$ cat config.mk
export PLATFORM = sky130hd
export DESIGN_NAME = de_result_display
export DESIGN_NICKNAME = d
export VERILOG_FILES = /design/src/rtl/de_pkg.sv /design/src/rtl/de_result_display_bcd_to_sseg.sv /design/src/rtl/de_result_display.sv
export SDC_FILE = /design/constraint.sdc
export NUM_CORES = 1
export LEC_CHECK = 0
export BUFFER_PORTS_ARGS = -buffer_cell sky130_fd_sc_hd__buf_4
export CAP_MARGIN = 10
export CORE_ASPECT_RATIO = 1.4
export CORE_UTILIZATION = 30
export CTS_BUF_LIST = sky130_fd_sc_hd__clkbuf_4
export DETAILED_ROUTE_END_ITERATION = 8
export SYNTH_ARGS = -nofsm -noshare
export SYNTH_HDL_FRONTEND = slang
export SYNTH_HIERARCHICAL = 1
export SYNTH_SLANG_ARGS = --single-unit
$ cat constraint.sdc
create_clock -name clk -period 2.5 [get_ports clk]
set_input_delay 0.5 -clock clk [delete_from_list [all_inputs] [get_ports clk]]
set_output_delay 0.5 -clock clk [all_outputs]
set_load 0.02 [all_outputs]
$ cat src/rtl/de_pkg.sv
// Shared types and constants for the Difference Engine result display.
`default_nettype none

package de_pkg;

  localparam int NUM_DIGITS = 4;

  typedef enum logic [0:0] {
    IDLE = 1'b0,
    CONV = 1'b1
  } state_t;

  localparam logic [7:0] SEG_DASH  = 8'hBF;
  localparam logic [7:0] SEG_BLANK = 8'hFF;

  // Active-low gfedcba codes with dp off; element 0 is the code for digit 0.
  localparam logic [9:0][7:0] SEG_CODES = {
    8'h90, 8'h80, 8'hF8, 8'h82, 8'h92,
    8'h99, 8'hB0, 8'hA4, 8'hF9, 8'hC0
  };

  function automatic logic [3:0] add3(input logic [3:0] nib);
    return (nib >= 4'd5) ? nib + 4'd3 : nib;
  endfunction

endpackage

`default_nettype wire

$ cat src/rtl/de_result_display_bcd_to_sseg.sv
// Combinational BCD digit to active-low seven-segment decoder with blanking.
`default_nettype none

module bcd_to_sseg
  import de_pkg::*;
(
  input  logic [3:0] bcd,
  input  logic       blank,
  output logic [7:0] seg
);

  // Codes above 9 cannot come out of the converter; show them blank anyway.
  always_comb begin
    seg = SEG_BLANK;
    if (!blank && (bcd <= 4'd9)) begin
      seg = SEG_CODES[bcd];
    end
  end

endmodule

`default_nettype wire

$ cat src/rtl/de_result_display.sv
// Captures engine results, converts them to BCD by shift/add-3 and scans
// them onto a 4-digit multiplexed seven-segment display.
`default_nettype none

module de_result_display
  import de_pkg::*;
#(
  parameter int DATA_W    = 8,
  parameter int REFRESH_W = 18
) (
  input  logic              clk,
  input  logic              reset,
  input  logic [DATA_W-1:0] data_in,
  input  logic              done_tick,
  output logic [3:0]        an,
  output logic [7:0]        sseg,
  output logic              busy,
  output logic              valid
);

  localparam int         BCD_W    = 4 * NUM_DIGITS;
  localparam logic [3:0] CNT_INIT = 4'(DATA_W);

  state_t                    state_q, state_d;
  logic [DATA_W-1:0]         bin_q, bin_d;
  logic [BCD_W-1:0]          bcd_q, bcd_d;
  logic [BCD_W-1:0]          disp_q, disp_d;
  logic [3:0]                count_q, count_d;
  logic                      busy_q, busy_d;
  logic                      valid_q, valid_d;
  logic [REFRESH_W-1:0]      refresh_q, refresh_d;
  logic [3:0]                an_q, an_d;
  logic [7:0]                sseg_q, sseg_d;

  logic [BCD_W-1:0]          bcd_adj;
  logic [BCD_W+DATA_W-1:0]   shifted;
  logic [1:0]                sel;
  logic [3:0]                digit;
  logic [NUM_DIGITS-1:0]     lead_blank;
  logic [7:0]                dec_seg;

  for (genvar i = 0; i < NUM_DIGITS; i++) begin : g_add3
    assign bcd_adj[4*i +: 4] = add3(bcd_q[4*i +: 4]);
  end

  assign shifted = {bcd_adj, bin_q} << 1;

  // A new done_tick always wins, even on the commit cycle, so a stale
  // in-flight conversion can never reach the display.
  always_comb begin
    state_d = state_q;
    bin_d   = bin_q;
    bcd_d   = bcd_q;
    count_d = count_q;
    disp_d  = disp_q;
    busy_d  = busy_q;
    valid_d = valid_q;
    if (done_tick) begin
      bin_d   = data_in;
      bcd_d   = '0;
      count_d = CNT_INIT;
      state_d = CONV;
      busy_d  = 1'b1;
    end else if (state_q == CONV) begin
      bcd_d   = shifted[BCD_W+DATA_W-1:DATA_W];
      bin_d   = shifted[DATA_W-1:0];
      count_d = count_q - 4'd1;
      if (count_q == 4'd1) begin
        disp_d  = shifted[BCD_W+DATA_W-1:DATA_W];
        valid_d = 1'b1;
        busy_d  = 1'b0;
        state_d = IDLE;
      end
    end
  end

  assign sel   = refresh_q[REFRESH_W-1 -: 2];
  assign digit = disp_q[4*sel +: 4];

  // Blank every digit above the most significant nonzero one; digit 0 stays.
  always_comb begin
    logic all_zero;
    lead_blank = '0;
    all_zero   = 1'b1;
    for (int i = NUM_DIGITS - 1; i >= 1; i--) begin
      all_zero      = all_zero && (disp_q[4*i +: 4] == 4'd0);
      lead_blank[i] = all_zero;
    end
  end

  bcd_to_sseg u_dec (
    .bcd   (digit),
    .blank (lead_blank[sel]),
    .seg   (dec_seg)
  );

  always_comb begin
    refresh_d = refresh_q + REFRESH_W'(1);
    an_d      = ~(4'b0001 << sel);
    sseg_d    = valid_q ? dec_seg : SEG_DASH;
  end

  always_ff @(posedge clk or negedge reset) begin
    if (!reset) begin
      state_q   <= IDLE;
      bin_q     <= '0;
      bcd_q     <= '0;
      disp_q    <= '0;
      count_q   <= '0;
      busy_q    <= 1'b0;
      valid_q   <= 1'b0;
      refresh_q <= '0;
      an_q      <= 4'b1111;
      sseg_q    <= SEG_BLANK;
    end else begin
      state_q   <= state_d;
      bin_q     <= bin_d;
      bcd_q     <= bcd_d;
      disp_q    <= disp_d;
      count_q   <= count_d;
      busy_q    <= busy_d;
      valid_q   <= valid_d;
      refresh_q <= refresh_d;
      an_q      <= an_d;
      sseg_q    <= sseg_d;
    end
  end

  assign an    = an_q;
  assign sseg  = sseg_q;
  assign busy  = busy_q;
  assign valid = valid_q;

endmodule

`default_nettype wire

==> results.json <==
{
  "antenna_found_initial": 1,
  "cts_setup_buffers": 0,
  "grt_start_max_net_pins": 42,
  "synth_edf_count": 0,
  "yosys.area_share.simple_pct": 17.5,
  "ir_worst_vdd_mv": 0.301,
  "initial_utilization_pct": 30.9,
  "power_density_mw_per_mm2": 810,
  "critPathSlowestCell": "dfrtp_1",
  "drtAntennaViolNets": 0,
  "tritoncts": "yes",
  "fp.coreArea_mm2": 0.0124,
  "ys_types": 52,
  "ys.flop_type": "dfrtp_1",
  "postSynthAreaPerCell_um2": 10.6,
  "drive_above_1_share_pct": 19.2,
  "drc_errors": 4,
  "syn_nets": 391,
  "timing.fmax_mhz": 446,
  "fin_worst_skew_ns": 0.0238,
  "grt_use_met3_pct": 2.78,
  "row_count": 48,
  "fin_util_pct": 35.1,
  "path_buf_inv": 1,
  "routedWlPerCell_um": 12.6,
  "grt_util_met2_pct": 19.4,
  "synth_most_common_cell": "dfrtp_1",
  "gp_congestion": 0.798,
  "violations": "DRC",
  "track_usage_pct": 11.5,
  "via_count": 2611,
  "worst_slew_pin_slew_ns": 0.529,
  "synth_top_family_by_area": "simple AND/OR/NAND/NOR gates",
  "dpl.hpwl_um": 4780,
  "start_kind": "register",
  "finalSetupViolCount": 0,
  "rsz0062_at_grt": "no",
  "ys_ff_latch": 77,
  "cts_root_buf": "clkbuf_4",
  "ys_top_cells_by_area": "dfrtp_1 (42%), dfstp_2 (8.2%), ha_1 (5.2%)",
  "min_path_type": "in -> async",
  "seq_area_frac_synth_pct": 50.5,
  "viasPerCell": 4.82,
  "hold_buffers": 0,
  "finalCritPeriodShare_pct": 89.8,
  "power_leakage_nw": 1.90,
  "clk_latency_ns": 0.43,
  "grt_pass1_vias": 2549,
  "worst_setup_path_end_kind": "register",
  "path_class": "reg -> reg",
  "cts.sinks": 77,
  "fin_tns_setup_ns": 0,
  "die_x_um": 97.7,
  "yosys_warnings": 6,
  "synth_mux_area_share_pct": 5.60,
  "dr.first_iter.drc_count": 122,
  "top_usage_layer": "met2",
  "slowest_delay_ns": 0.63,
  "routed_wl_um": 6830,
  "drv_cap": 0,
  "clk_path_buf_depth": 2,
  "first_pass_iters": 7,
  "synthArstFlopShare_pct": 100,
  "post_cts_resized": 0,
  "nNetsFinal": 413,
  "critPathTopFamily": "flip-flops",
  "synth_fa_ha_area_share_pct": 5.21,
  "slew-limit-headroom_pct": 64.7,
  "path_max_fanout": 11,
  "ioPinCount": 25,
  "crit_arrival_ns": 2.60,
  "grt-ovfl-total": 0,
  "critPathRequiredTime_ns": 2.86,
  "syn_inst": 364,
  "die-area_mm2": 0.0133,
  "area_growth_pct": 13.6,
  "fin_crit_ns": 2.24,
  "report.final.slew_viol_count": 0,
  "cts_max_level": 3,
  "synthXorXnorAreaFrac_pct": 5.24,
  "cts_made_buffers": 9,
  "whs_ns": 0.0279,
  "yosysTopAreaCellShare_pct": 42.3,
  "hold_viol": 0,
  "grt_pass1_wl_um": 12000,
  "ys_top_cells_by_count": "dfrtp_1 (65), nand2_1 (39), o21ai_0 (30), nand2b_1 (23), a21oi_1 (20)",
  "synth_compound_area_share_pct": 12.4,
  "crit_chain": "mux4_2, inv_1, ha_1, o21bai_4, a21oi_4, o21ai_0, and2_1",
  "die_h_um": 136,
  "clk_pin_slew_ns": 0.13,
  "status": "finished, violations left",
  "use_met1_pct": 13.4,
  "io_buffers": 24,
  "syn_area_mm2": 0.00384,
  "yosysTopAreaCell": "dfrtp_1"
}
per-stage QoR:
stage | power (W) | instance area, µm² | setup slack [ns] | std cells
finish | 0.00354 | 4370 | 0.256 | 542
global route | 0.00377 | 4370 | 0.112 | 542
CTS | 0.00359 | 4360 | 0.257 | 541
detailed placement | 0.00262 | 4180 | 0.278 | 525
global placement | 0.00259 | 4180 | 0.381 | 525
floorplan | 0.00234 | 3840 | 0.516 | 364
layout make-up:
type                    instances  area [µm²]
diodes                          1        2.50
clock buffers                  11        82.6
clock inverters                 5         100
fillers                      1246        8070
inverters                      15        56.3
multi-input cells             256        1770
flip-flops and latches         77        1940
well taps                     150         188
repair buffers                 27         228
cell families after synthesis:
kind of cell	after synthesis
mux	16
simple gates	120
buf+inv	31
other cells	1
fa+ha+maj	16
compound gates	80
xor+xnor	23
flops	77
worst reg2reg max path: stages, from the launching register on:
cell	delay [ns]
dfrtp_1	0.63
mux4_2	0.62
inv_1	0.13
ha_1	0.23
o21bai_4	0.09
a21oi_4	0.21
o21ai_0	0.11
and2_1	0.16
cells in the final DEF, fill, tap and decap left out, types with 3 or more instances in the layout:
cell / synthesis / routed
o21ai_0: 30 / 30
bufinv_16: 0 / 3
o22ai_1: 4 / 4
inv_1: 15 / 15
nand3_1: 11 / 11
nand4_1: 4 / 4
nor3b_1: 6 / 6
dfstp_2: 12 / 12
ha_1: 16 / 16
xor2_1: 5 / 5
mux4_2: 4 / 4
nor2_1: 14 / 14
clkbuf_4: 0 / 11
a211oi_1: 6 / 6
nand2b_1: 23 / 23
nand2_1: 39 / 39
mux2i_1: 8 / 8
a21oi_1: 20 / 20
buf_4: 1 / 25
dfrtp_1: 65 / 65
nor2b_1: 4 / 4
o21ai_1: 8 / 8
mux2_2: 3 / 3
xnor2_1: 18 / 18
flip-flops by register name, summed over array words and instances (netlist names), 4 cells and up:
register / cells
sseg: 8
count_q: 4
an: 4
bcd_q: 16
refresh_q: 18
bin_q: 8
disp_q: 16
per-layer routing:
| layer | routed length, µm | share of wire (%) | vias to the layer above |
|---|---|---|---|
| li1 | - | - | 1294 |
| met1 | 3040 | 45 | 1265 |
| met2 | 3360 | 49 | 36 |
| met3 | 216 | 3.2 | 16 |
| met4 | 204 | 3.0 | 0 |
| met5 | 0 | 0 | - |
where the power goes:
group,internal (W),switching (W)
registers,0.00148,0.000155
logic,0.000443,0.000517
clock network,0.000526,0.000420
total,0.00245,0.00109
path summary, 6_finish.rpt:
path	start	to	slack [ns]	depth (start not counted)
min reg2reg	refresh_q[14]	refresh_q[14]	0.48	1
max reg2reg	refresh_q[16]	sseg[6]	0.26	7
max in group asynchronous	reset	sseg[7]	1.84	2
min in group clk	data_in[5]	bin_q[5]	0.28	3
max	refresh_q[16]	sseg[6]	0.26	7
min	reset	bcd_q[2]	0.03	1
No activity file was read; power rests on OpenSTA's default activity.
